### src/rtl/vector_pkg.sv
// Shared types for the vector line plotter: FSM state encoding and the
// width of the signed Bresenham error term derived from the channel width.
package vector_pkg;

   typedef enum logic [1:0] {
      IDLE   = 2'd0,
      SETUP  = 2'd1,
      DRAW   = 2'd2,
      FINISH = 2'd3
   } state_t;

   // Two extra bits: one for the sign, one so that 2*err cannot overflow.
   function automatic int errWidth(input int chWidth);
      return chWidth + 2;
   endfunction

endpackage

### src/rtl/step_tick.sv
// Point-rate divider: counts 0..STEP_DIV-1 and flags the last count as a
// tick. Held at zero while clear is high so each segment starts aligned.
module step_tick #(
   parameter int STEP_DIV = 100
) (
   input  logic clk,
   input  logic rst,
   input  logic clear,
   output logic tick
);

   localparam logic [15:0] LAST = 16'(STEP_DIV - 1);

   logic [15:0] countQ;
   logic [15:0] countD;

   assign tick = !clear && (countQ == LAST);

   // Next count: restart on clear or after the last count, else increment.
   always_comb begin
      countD = countQ;
      if (clear || (countQ == LAST)) begin
         countD = '0;
      end else begin
         countD = countQ + 16'd1;
      end
   end

   // Counter register, cleared asynchronously by the active-low reset.
   always_ff @(posedge clk or negedge rst) begin
      if (!rst) begin
         countQ <= '0;
      end else begin
         countQ <= countD;
      end
   end

endmodule

### src/rtl/vector_line_draw.sv
// Vector line plotter: accepts one segment, walks the beam along it with
// Bresenham steps, holding each point for STEP_DIV clocks, then pulses done.
// Optional macro VECTOR_LINE_BLANK_EN adds a registered beam-blank output.
module vector_line_draw
   import vector_pkg::*;
#(
   parameter int CH_WIDTH = 8,
   parameter int STEP_DIV = 100
) (
   input  logic                clk,
   input  logic                rst,
   input  logic                in_valid,
   output logic                in_ready,
   input  logic [CH_WIDTH-1:0] x0,
   input  logic [CH_WIDTH-1:0] y0,
   input  logic [CH_WIDTH-1:0] x1,
   input  logic [CH_WIDTH-1:0] y1,
   output logic [CH_WIDTH-1:0] x_ch,
   output logic [CH_WIDTH-1:0] y_ch,
   output logic                busy,
   output logic                done
`ifdef VECTOR_LINE_BLANK_EN
   ,
   output logic                blank
`endif
);

   localparam int ERR_W = errWidth(CH_WIDTH);
   localparam logic [CH_WIDTH-1:0] ONE = 1;

   state_t stateQ, stateD;
   logic [CH_WIDTH-1:0] xChQ, xChD, yChQ, yChD;
   logic [CH_WIDTH-1:0] x0Q, x0D, y0Q, y0D, x1Q, x1D, y1Q, y1D;
   logic signed [ERR_W-1:0] dxQ, dxD, dyQ, dyD, errQ, errD;
   logic signed [ERR_W-1:0] e2;
   logic sxNegQ, sxNegD, syNegQ, syNegD;
   logic [CH_WIDTH-1:0] absX, absY;
   logic tick;
   logic clearCnt;

   assign in_ready = (stateQ == IDLE);
   assign busy     = (stateQ != IDLE);
   assign done     = (stateQ == FINISH);
   assign x_ch     = xChQ;
   assign y_ch     = yChQ;

   assign absX     = (x1Q >= x0Q) ? (x1Q - x0Q) : (x0Q - x1Q);
   assign absY     = (y1Q >= y0Q) ? (y1Q - y0Q) : (y0Q - y1Q);
   assign e2       = errQ <<< 1;
   assign clearCnt = (stateQ != DRAW);

   step_tick #(
      .STEP_DIV(STEP_DIV)
   ) uStepTick (
      .clk  (clk),
      .rst  (rst),
      .clear(clearCnt),
      .tick (tick)
   );

   // Next-state and datapath: latch on accept, derive deltas, then step on ticks.
   always_comb begin
      stateD = stateQ;
      xChD   = xChQ;
      yChD   = yChQ;
      x0D    = x0Q;
      y0D    = y0Q;
      x1D    = x1Q;
      y1D    = y1Q;
      dxD    = dxQ;
      dyD    = dyQ;
      errD   = errQ;
      sxNegD = sxNegQ;
      syNegD = syNegQ;
      case (stateQ)
         IDLE: begin
            if (in_valid) begin
               x0D    = x0;
               y0D    = y0;
               x1D    = x1;
               y1D    = y1;
               xChD   = x0;
               yChD   = y0;
               stateD = SETUP;
            end
         end
         SETUP: begin
            dxD    = $signed({2'b00, absX});
            dyD    = -$signed({2'b00, absY});
            errD   = $signed({2'b00, absX}) - $signed({2'b00, absY});
            sxNegD = (x1Q < x0Q);
            syNegD = (y1Q < y0Q);
            stateD = DRAW;
         end
         DRAW: begin
            if (tick) begin
               if ((xChQ == x1Q) && (yChQ == y1Q)) begin
                  stateD = FINISH;
               end else begin
                  if (e2 >= dyQ) begin
                     errD = errD + dyQ;
                     xChD = sxNegQ ? (xChQ - ONE) : (xChQ + ONE);
                  end
                  if (e2 <= dxQ) begin
                     errD = errD + dxQ;
                     yChD = syNegQ ? (yChQ - ONE) : (yChQ + ONE);
                  end
               end
            end
         end
         FINISH: begin
            stateD = IDLE;
         end
         default: begin
            stateD = IDLE;
         end
      endcase
   end

   // State and datapath registers; reset aborts any segment in flight.
   always_ff @(posedge clk or negedge rst) begin
      if (!rst) begin
         stateQ <= IDLE;
         xChQ   <= '0;
         yChQ   <= '0;
         x0Q    <= '0;
         y0Q    <= '0;
         x1Q    <= '0;
         y1Q    <= '0;
         dxQ    <= '0;
         dyQ    <= '0;
         errQ   <= '0;
         sxNegQ <= 1'b0;
         syNegQ <= 1'b0;
      end else begin
         stateQ <= stateD;
         xChQ   <= xChD;
         yChQ   <= yChD;
         x0Q    <= x0D;
         y0Q    <= y0D;
         x1Q    <= x1D;
         y1Q    <= y1D;
         dxQ    <= dxD;
         dyQ    <= dyD;
         errQ   <= errD;
         sxNegQ <= sxNegD;
         syNegQ <= syNegD;
      end
   end

`ifdef VECTOR_LINE_BLANK_EN
   logic blankQ;
   logic blankD;

   assign blank = blankQ;

   // Beam is dark whenever the FSM is not presenting points.
   always_comb begin
      blankD = (stateD == IDLE) || (stateD == SETUP);
   end

   // Blank register tracks the state register, dark during reset.
   always_ff @(posedge clk or negedge rst) begin
      if (!rst) begin
         blankQ <= 1'b1;
      end else begin
         blankQ <= blankD;
      end
   end
`endif

endmodule

### config.mk
export PLATFORM = sky130hd
export DESIGN_NAME = vector_line_draw
export DESIGN_NICKNAME = d
export VERILOG_FILES = /design/src/rtl/vector_pkg.sv /design/src/rtl/step_tick.sv /design/src/rtl/vector_line_draw.sv
export SDC_FILE = /design/constraint.sdc
export NUM_CORES = 1
export LEC_CHECK = 0
export BUFFER_PORTS_ARGS = -buffer_cell sky130_fd_sc_hd__buf_2
export CAP_MARGIN = 20
export CORE_AREA = 2 2 179 181
export CTS_CLUSTER_DIAMETER = 100
export DETAILED_ROUTE_END_ITERATION = 10
export DIE_AREA = 0 0 181 183
export SLEW_MARGIN = 20
export SYNTH_ARGS = -nofsm -noshare
export SYNTH_HDL_FRONTEND = slang
export SYNTH_HIERARCHICAL = 1
export SYNTH_SLANG_ARGS = --single-unit
export TNS_END_PERCENT = 30
### constraint.sdc
create_clock -name clk -period 4.5 [get_ports clk]
set_clock_uncertainty 0.15 [all_clocks]
set_input_delay 0.675 -clock clk [delete_from_list [all_inputs] [get_ports clk]]
set_output_delay 0.675 -clock clk [all_outputs]
set_load 0.02 [all_outputs]
# Word level (Yosys, flattened, before mapping)
# Cells that the tools add are included.
# word_totals
out_inout_bits	19
input_bits	35
regBits	96
wordCells	85
# classes
add_sub_neg	13
magnitude_cmp	6
reduce_logical	13
mux	27
eq_ne	13
# ops
operator	n
$mux 8	12
$mux 10	7
$pmux 8 s2	2
$sub 8x8->8	4
$pmux 10 s2	1
$add 16x1->16 const B	1
$add 8x1->8 const B	2
$eq 16x7->1 const B	1
$eq 8x8->1	2
$ge 8x8->1	2
$lt 8x8->1	2
$mux 16	1
$sub 8x1->8 const B	2
$ne 2x2->1 const B	7
$add 10x10->10	1
$add 10x9->10	1
$ge 10x10->1	1
$le 10x9->1	1
$neg 8->10	1
$reduce_and 5->1	2
$sub 8x8->9	1
$pmux 2 s4	1
$mux 2	3
$reduce_and 3->1	2
other kinds (8)	12

# Depth between registers and ports, before layout
# Gate-level depths: netlist of the first run.
# logic_depth
word_depth	10
depth_mapped	19
depth_no_buf	19

# Hierarchy
# Netlist of the first run, hierarchy kept.
# modules_own_cells
module	area_each_um2	seq_area_each_um2	instances	cells_each
vector_line_draw	6870.3	1976.9	1	729
step_tick	808.3	400.4	1	83

# Worst setup path before layout of the first run
# OpenSTA, ideal clock, no wires.
# synth_path
kind	register to register
startpoint	register errQ[2]
endpoint	register errQ[7]
path_buffers	0
setup_ns	0.131
required_ns	4.219
stages_incl_launch_ff	18
slack_ns	0.466
arrival_time_ns	3.753
synth_period_minus_slack_ns	4.034
cell_sequence	dfrtp_1 ha_1 a21o_1 a21oi_1 nor2b_1 o41ai_1 a21o_1 mux2i_1 inv_1 ha_1 a21o_1 a21oi_1 o21bai_1 a2111o_1 o311a_1 xor2_1 o311ai_0 o2bb2ai_1
# synth_via
elab_chain_len	10
word_cells_on_any_way	12
cone_classes	2 x add/sub; 2 x order compare; 8 x mux
# synth_lines
item	line_no	text
from (decl)	vector_line_draw.sv:34	logic signed [ERR_W-1:0] dxQ, dxD, dyQ, dyD, errQ, errD;
from (signal assigned)	vector_line_draw.sv:145	errQ <= errD;
$add 10x10->10 or $ge 10x10->1 (tied branches)	vector_line_draw.sv:101, vector_line_draw.sv:100	
$mux 10	vector_line_draw.sv:100	if (e2 >= dyQ) begin
$mux 10	vector_line_draw.sv:97	if ((xChQ == x1Q) && (yChQ == y1Q)) begin
$mux 10	vector_line_draw.sv:96	if (tick) begin
$mux 10	vector_line_draw.sv:75	case (stateQ)
$add 10x9->10	vector_line_draw.sv:105	errD = errD + dxQ;
$mux 10 *	vector_line_draw.sv:104	if (e2 <= dxQ) begin
$mux 10 *	vector_line_draw.sv:97	
$mux 10 *	vector_line_draw.sv:96	
$pmux 10 s2 *	vector_line_draw.sv:75	
# Every way passes the cells marked *; elsewhere a longest branch is shown, timed or not. The select of a mux whose other input is x is not followed.
# A chain may end at the register's enable or synchronous reset.

# Worst setup path in the final report of the first run
# layout_path
startpoint	register dyQ[3]
endpoint	register errQ[7]
# layout_via
elab_chain_len	10
word_cells_on_any_way	11
cone_classes	2 x add/sub; 1 x order compare; 8 x mux
# layout_lines
item	line_no	text
from (decl)	vector_line_draw.sv:34	
from (signal assigned)	vector_line_draw.sv:144	dyQ <= dyD;
$add 10x10->10 or $ge 10x10->1 (tied branches)	vector_line_draw.sv:101, vector_line_draw.sv:100	
$mux 10 *	vector_line_draw.sv:100	
$mux 10 *	vector_line_draw.sv:97	
$mux 10 *	vector_line_draw.sv:96	
$mux 10 *	vector_line_draw.sv:75	
$add 10x9->10	vector_line_draw.sv:105	
$mux 10 *	vector_line_draw.sv:104	
$mux 10 *	vector_line_draw.sv:97	
$mux 10 *	vector_line_draw.sv:96	
$pmux 10 s2 *	vector_line_draw.sv:75	
# Marks and branches as above.

==> results of run 1 <==
## where the power goes
group | leakage, uW | internal, uW | total, uW | switching, uW
Clock | 0.000127 | 379 | 711 | 332
Sequential | 0.00129 | 854 | 854 | 0
Combinational | 0.00271 | 12.6 | 39.9 | 27.2
Total | 0.00413 | 1250 | 1600 | 359
## routing by layer
layer	share of wire (%)	up-vias
met4	1.4	0
li1	-	2956
met5	0	-
met2	50	88
met1	46	2797
met3	3.0	15
## area by class of cell
type                    count  area (sq um)
clock buffers              11           243
well taps                 402           503
flip-flops and latches     95          2380
multi-input cells         605          4890
clock inverters             2          10.0
fillers                  3349         22500
inverters                  91           342
repair buffers             63           347
## cells by family (layout without fill, tap and decap cells)
| group | Yosys count | count (layout) |
|---|---|---|
| mux | 81 | 81 |
| flops | 95 | 95 |
| compound gates | 170 | 170 |
| buf+inv | 112 | 167 |
| simple gates | 185 | 185 |
| xor+xnor | 72 | 72 |
| fa+ha+maj | 97 | 97 |
## cell usage after synthesis, drive strengths merged, types with 3 or more instances
cell type | number | share of area, %
dfrtp | 95 | 31
inv | 90 | 4.4
ha | 88 | 14
a21oi | 59 | 4.0
xnor2 | 55 | 6.3
mux2 | 54 | 8.0
nor2 | 53 | 2.7
nand2 | 44 | 2.2
o21ai | 32 | 2.1
mux2i | 27 | 3.5
a21o | 21 | 2.1
xor2 | 17 | 2.0
clkbuf | 16 | 0.80
nand4 | 16 | 1.6
nand3 | 14 | 0.91
nor3 | 11 | 0.72
fa | 9 | 2.3
nor2b | 8 | 0.65
nand2b | 7 | 0.57
a31oi | 6 | 0.57
nor4 | 6 | 0.49
o21bai | 6 | 0.59
o221ai | 6 | 0.68
buf | 5 | 0.42
and2 | 4 | 0.34
o21a | 4 | 0.39
or2 | 4 | 0.33
a211oi | 3 | 0.29
a21boi | 3 | 0.29
a221oi | 3 | 0.42
and4 | 3 | 0.34
nand3b | 3 | 0.29
o211ai | 3 | 0.29
o22ai | 3 | 0.24
o31ai | 3 | 0.36
or3 | 3 | 0.24
## worst min path at each step
stage	startpoint	end	slack (ns)
final	rst	y1Q[4]	0.21
after global routing	rst	y1Q[4]	0.29
after CTS	uStepTick/countQ[0]	uStepTick/countQ[0]	0.35
after detailed placement	uStepTick/countQ[0]	uStepTick/countQ[0]	0.34
after global placement	uStepTick/countQ[0]	uStepTick/countQ[0]	0.33
after floorplan	rst	dxQ[0]	0.23
## repair_timing
item | 4_1_cts | 5_1_grt
hold endpoints to repair | 0 | 0
resized for setup | 0 | 6
endpoints found under the setup margin | 0 | 3
## stage by stage
step | area (sq um) | utilization, % | std cells | setup slack (ns) | total power (uW)
floorplan | 7680 | - | 812 | 0.466 | 872
global placement | 8430 | 27.0 | 1256 | 0.185 | 911
detailed placement | 8430 | 27.0 | 1256 | 0.120 | 912
CTS | 8680 | 27.8 | 1269 | 0.0946 | 1630
global route | 8710 | 27.9 | 1269 | -0.00455 | 1670
finish | 8710 | 27.9 | 1269 | 0.270 | 1600
==> summary.md, run 1 <==
| Metric | Value |
|---|---|
| Layout Nets | `~1000` |
| Most flops, register | `uStepTick/countQ` |
| Final period util | `a little over nine tenths` |
| Mean Syn Cell Area | `9.46 sq um` |
| Global Route Usage Sum | `between 10% and 20%` |
| Die height | `approximately 180 um` |
| Postcts setup bufs | `0` |
| CP Class | `flip-flop to flip-flop` |
| Routed WL | `roughly 19000 um` |
| DR vias | `a little under 6000` |
| Lkg Pwr | `0.00413 uW` |
| Slew of the pin with the lowest slew margin | `roughly 0.76 ns` |
| Initial DRC count | `approximately 280` |
| Worst-path cell chain | `inv_1 -> ha_1 -> a21o_1 -> a21oi_1 -> nor2b_1 -> o41ai_2 -> a21o_1 -> mux2i_4 -> inv_1 -> ha_1 -> a21o_1 -> a21oi_1 -> o21bai_1 -> a2111o_1 -> o311a_1 -> xor2_1 -> o311ai_0 -> o2bb2ai_1` |
| Regs by FF count | `uStepTick/countQ x16, dyQ x10, errQ x9` |
| Largest family of logic cells by synthesized area | `adder cells` |
| H-tree depth | `3` |
| FF-to-FF Start | `dyQ[3]` |
| R2r endpoint | `errQ[7]` |
| Adder-cell share of the synthesized area | `between 10% and 20%` |
| Post-synthesis cell type count | `a little under 80` |
| ANT nets after route | `0` |
| Warnings from Yosys | `6` |
| CP arrival | `between 4 and 5 ns` |
| Setup_tns | `0 ns` |
| Worst Setup EP | `errQ[7]` |
| Worst vdd ir | `0.151 mV` |
| DR pass1 iterations | `4` |
| CTS Buf Count | `9` |
| Initial core utilization | `~25%` |
| Vias/cell | `about 4.6` |
| Run status | `finished, final reports clean` |
| Most Crowded Layer GR | `met2` |
| CTS sink cnt | `95` |
| Syn nets | `approximately 940` |
| Antenna diodes | `0` |
| Antenna violations before repair | `0` |
| Reg2Reg Depth | `18` |
| Io pins | `54` |
| Gr ovfl total | `0` |
| CP max stage cell | `a2111o_1` |
| Largest delay contributor family on the critical path | `compound AO/OA/AOI/OAI gates` |
| Top FF cell, synth | `dfrtp_1` |
| Worst Setup SP | `dyQ[3]` |
| Number of buffers added on ports | `53` |
| Critical path depth | `18` |
| Slowest Stage Delay on Critical Path | `0.42 ns` |
| Hold Buf Count CTS | `0` |
| CP startpoint kind | `flip-flop` |
| Fin. Hold Viols | `0` |
| Vias in the first global route | `roughly 6000` |
| Mux share of post-synthesis cell area | `a little under an eighth` |
| FF-to-FF setup slack | `roughly 0.27 ns` |
| CTS tree | `done` |
| Clk_lat worst skew | `0.35 ns` |
| Global-route wire length before repair | `roughly 30000 um` |
| Commonest non-fill, non-tap cells in the layout | `dfrtp_1 (95), inv_1 (90), ha_1 (88)` |
| Gpl congestion | `0.890` |
| Mapped Cells | `between 800 and 900` |
| Clock Path Buffers | `2` |
| Yosys reg bits | `between 90 and 100` |
| WL/cell | `14.7 um` |
| Bufs and invs on worst path | `2` |
| Number of synthesized flops with an enable pin | `0` |
| Pins Over Slew Limit | `0` |
| Asr flop ratio synth | `between 90% and 100%` |
| Max-slew headroom | `between 40% and 50%` |
| Highest Clock Rate | `between 200 and 250 MHz` |
| CP most frequent cell | `a21o_1` |
| Met1 GRT Util | `between 10% and 20%` |
| Fin crit period | `4.23 ns` |
| Reg clk slew, reported paths | `about 0.07 ns` |
| DP Wirelength | `14700 um` |
| Seq/Total Area, Yosys | `between 30% and 40%` |
| Crit. End Element | `flip-flop` |
| Number of setup violations in the final report | `0` |
| RSZ-0062 raised after global routing | `true` |
| Synthesized area | `7680 sq um` |
| Most common cell after layout, fill and taps aside | `dfrtp_1` |
| Crit path max fanout | `4` |
| Synth Area in XOR/XNOR | `8.31%` |
| Clock Tree Root | `clkbuf_16` |
| Row cnt | `65` |
| Required @ worst endpoint | `between 4 and 5 ns` |
| DRC viols | `0` |
| Max reg flops | `16` |
| Die span in x | `between 150 and 200 um` |
| Compound-cell area share of the yosys netlist | `roughly 15%` |
| Min Hold Slack | `between 0.2 and 0.25 ns` |
| Largest net degree at the start of global routing | `80` |
| Share of cells above drive strength 1 | `between 10% and 20%` |
| Core outline area | `approximately 31000 sq um` |
| HP Class | `input pin to asynchronous set/reset pin` |
| Area Overhead vs Synth | `13.5%` |
| Max cap viols | `0` |
| Power per cell area | `roughly 180 nW/um^2` |
| Simple-Gate Fraction of Synth Area | `12.3%` |
| Routing usage on met3 | `under 10%` |
| GR Layer Usage met2 | `approximately a fifth` |
| Die Area | `around 33000 sq um` |
Note: power is estimated with default switching activity, not from simulation.
==> run 2, diff against run 1 <==
- ABC_AREA: unset -> 1
- CORE_AREA: 2 2 179 181 -> 2 2 186 188
- DIE_AREA: 0 0 181 183 -> 0 0 188 190
- SYNTH_HIERARCHICAL: 1 -> unset
==> run 2 against run 1 <==
  * First-iteration DRC count increased by 64%
  * Largest cell class unchanged
  * Critical path type unchanged
  * Via count increased by 26%
  * Critical path depth increased by 5
  * Cell area increased by 7.6%
  * Final cell count increased by 31%
  * Routed wire length increased by 13%
  * Highest routed layer unchanged
  * Sequential share of layout area decreased by 1.9 points
  * Hold slack improved by 0.049 ns
  * Register-to-register slack improved by 0.51 ns
==> summary.md, run 2 <==
| Metric | Value |
|---|---|
| Run status | `finished, final reports clean` |
| Top FF cell, synth | `dfrtp_1` |
| Core outline area | `33900 sq um` |
| DR vias | `~7400` |
| Clk_lat worst skew | `about 0.36 ns` |
| Die Area | `around 36000 sq um` |
| Initial core utilization | `about a quarter` |
| Most common cell after layout, fill and taps aside | `nand2_1` |
| Global-route wire length before repair | `~35000 um` |
| Area share of the largest cell type after synthesis | `approximately 29%` |
| PostCTS Resize Cnt | `0` |
| Vias in the first global route | `just over 7000` |
| Layout Nets | `roughly 1300` |
| H-tree depth | `3` |
| # fillers | `between 3000 and 4000` |
| Crit path max fanout | `8` |
| CP Class | `flip-flop to flip-flop` |
| Largest net degree at the start of global routing | `just under 70` |
| Share of cells above drive strength 1 | `11.0%` |
| Syn nets | `roughly 1300` |
| Storage cell area | `around 2400 sq um` |
| Fin crit period | `3.72 ns` |
| Asr flop ratio synth | `between 90% and 100%` |
| RSZ-0062 raised after global routing | `false` |
| Highest Clock Rate | `269 MHz` |
| Multi-input logic area | `slightly above 5000 sq um` |
| Most frequent cells after synthesis | `nand2_1 (273), inv_1 (177), dfrtp_1 (95), nor2_1 (93), a21oi_1 (90)` |
| Io pins | `between 50 and 60` |
| Required @ worst endpoint | `about 4.6 ns` |
| Regs by FF count | `uStepTick.countQ x16, dyQ x10, errQ x9` |
| CTS Buf Count | `9` |
| Max-slew headroom | `a little under a third` |
| Antenna violations before repair | `0` |
| Number of setup violations in the final report | `0` |
| Postcts setup bufs | `0` |
| Top cells by area, synth | `dfrtp_1 (29%), ha_1 (13%), nand2_1 (12%), inv_1 (8.0%), a21oi_1 (5.4%)` |
| Leading area contributor after synthesis | `dfrtp_1` |
| Slew of the pin with the lowest slew margin | `roughly 1.0 ns` |
| Most common cell in the synthesized netlist | `nand2_1` |
| Commonest non-fill, non-tap cells in the layout | `nand2_1 (272), inv_1 (177), dfrtp_1 (95)` |
| Max cap viols | `0` |
| Fin util | `between 20% and 30%` |
| Post-synthesis cell type count | `between 40 and 50` |
| Global Route Usage Sum | `between 10% and 20%` |
| CP arrival | `about 3.8 ns` |
| Most flops, register | `uStepTick.countQ` |
| Synthesized area | `between 8000 and 9000 sq um` |
| Die span in x | `~190 um` |
| Yosys reg bits | `95` |
| Worst Setup SP | `x1Q[0]` |
| ANT nets after route | `0` |
| CP startpoint kind | `flip-flop` |
| Max reg flops | `16` |
| Reg clk slew, reported paths | `~0.080 ns` |
| CTS tree | `done` |
| Clock Tree Root | `clkbuf_16` |
| FF-to-FF Start | `x1Q[0]` |
| WL/cell | `12.6 um` |
| Fin. Hold Viols | `0` |
| Mean Syn Cell Area | `approximately 7.2 sq um` |
| Clock Path Buffers | `2` |
| Warnings from Yosys | `0` |
| HP Class | `input pin to asynchronous set/reset pin` |
| Row cnt | `68` |
| Number of synthesized flops with an enable pin | `0` |
| CTS sink cnt | `95` |
| Seq/Total Area, Yosys | `between 20 and 30%` |
| Vias/cell | `about 4.4` |
| Number of buffers added on ports | `53` |
| Antenna diodes | `0` |
| DRC viols | `0` |
| DR pass1 iterations | `6` |
| Die height | `190 um` |
| Gpl congestion | `approximately 0.86` |
| Hold Buf Count CTS | `0` |
| Mapped Cells | `roughly 1200` |
| Setup_tns | `0 ns` |
| Final period util | `between 80% and 90%` |
| Pins Over Slew Limit | `0` |
| Routed WL | `about 21000 um` |
| Initial DRC count | `between 400 and 500` |
| DP Wirelength | `17000 um` |
| Gr ovfl total | `0` |
| Area Overhead vs Synth | `12.6%` |
| Crit. End Element | `flip-flop` |
==> run 2: cell types whose count changed in the layout (fill, tap and decap cells not counted), sizes merged, moves of 29 or more <==
cell   before  now
xnor2      55   26
mux2       54    2
nor2       53  106
inv        90  189
nand3      14   80
nand2      44  291
a21oi      59   91
o21ai      32   75
==> run 2: path summary, 6_finish.rpt <==
check                                       to  slack [ns]  cells after the start
setup / recovery                       errQ[5]        0.78                     23
hold / removal             uStepTick.countQ[6]        0.26                      1
setup reg to reg                       errQ[5]        0.78                     23
hold reg to reg            uStepTick.countQ[0]        0.32                      1
max in group asynchronous               y1Q[3]        3.01                      2
min in group clk           uStepTick.countQ[0]        0.32                      1
==> run 2: logic make-up (layout without fill, tap and decap cells) <==
kind of cell	count (synthesis)	in the layout	share of synthesized area, %
and+or+nand+nor	517	517	27.5
adders and majority gates	97	97	15.4
buffers and inverters	208	258	9.89
DFF	95	95	28.5
muxes	2	2	0.270
xor gates and xnor gates	52	52	5.47
AOI/OAI and AO/OA	192	192	12.9
==> run 2: final cells by class <==
cell class / instances / share of cell area [%]
Clock buffer: 9 / 2.40
Clock inverter: 7 / 0.921
Inverter: 186 / 7.46
Multi-Input combinational cell: 860 / 54.7
Sequential cell: 95 / 25.4
Tap cell: 455 / 6.07
Timing Repair Buffer: 56 / 3.10
==> run 2: per-stage QoR <==
| stage | hold WS (ns) | setup slack (ns) | instance area, sq um | instances |
|---|---|---|---|---|
| floorplan | 0.229 | 1.27 | 8330 | 1163 |
| CTS | 0.311 | 0.847 | 9380 | 1668 |
| detailed placement | 0.317 | 0.867 | 9060 | 1652 |
| global placement | 0.298 | 0.977 | 9060 | 1652 |
| finish | 0.260 | 0.779 | 9380 | 1668 |
| global route | 0.344 | 0.413 | 9380 | 1668 |
==> run 2: critical path, stage by stage (launching register included) <==
cell	delay [ns]
dfrtp_1	0.41
inv_1	0.09
ha_1	0.18
inv_1	0.06
fa_1	0.41
inv_1	0.09
o21ai_0	0.14
nand2_1	0.13
nand3_2	0.15
inv_1	0.20
o21ai_0	0.11
nand2_1	0.08
inv_1	0.05
ha_1	0.30
nand2_1	0.05
o21ai_0	0.39
nand2_1	0.09
nand2_1	0.10
a21o_1	0.11
nand2_1	0.05
nand3_1	0.06
nand3_1	0.08
nor2_1	0.09
nor2_1	0.04
==> run 2: metal layers <==
layer / up-vias / wire length (um) / global-route usage, %
li1: 3836 / - / -
met1: 3402 / 10400 / 16.6
met2: 139 / 9660 / 19.9
met3: 24 / 713 / 1.31
met4: 0 / 324 / 3.15
met5: - / 0 / 0
Power of run 2 is not shown: default switching activity piles up to over one toggle a cycle in this logic, so the estimate is an artifact.
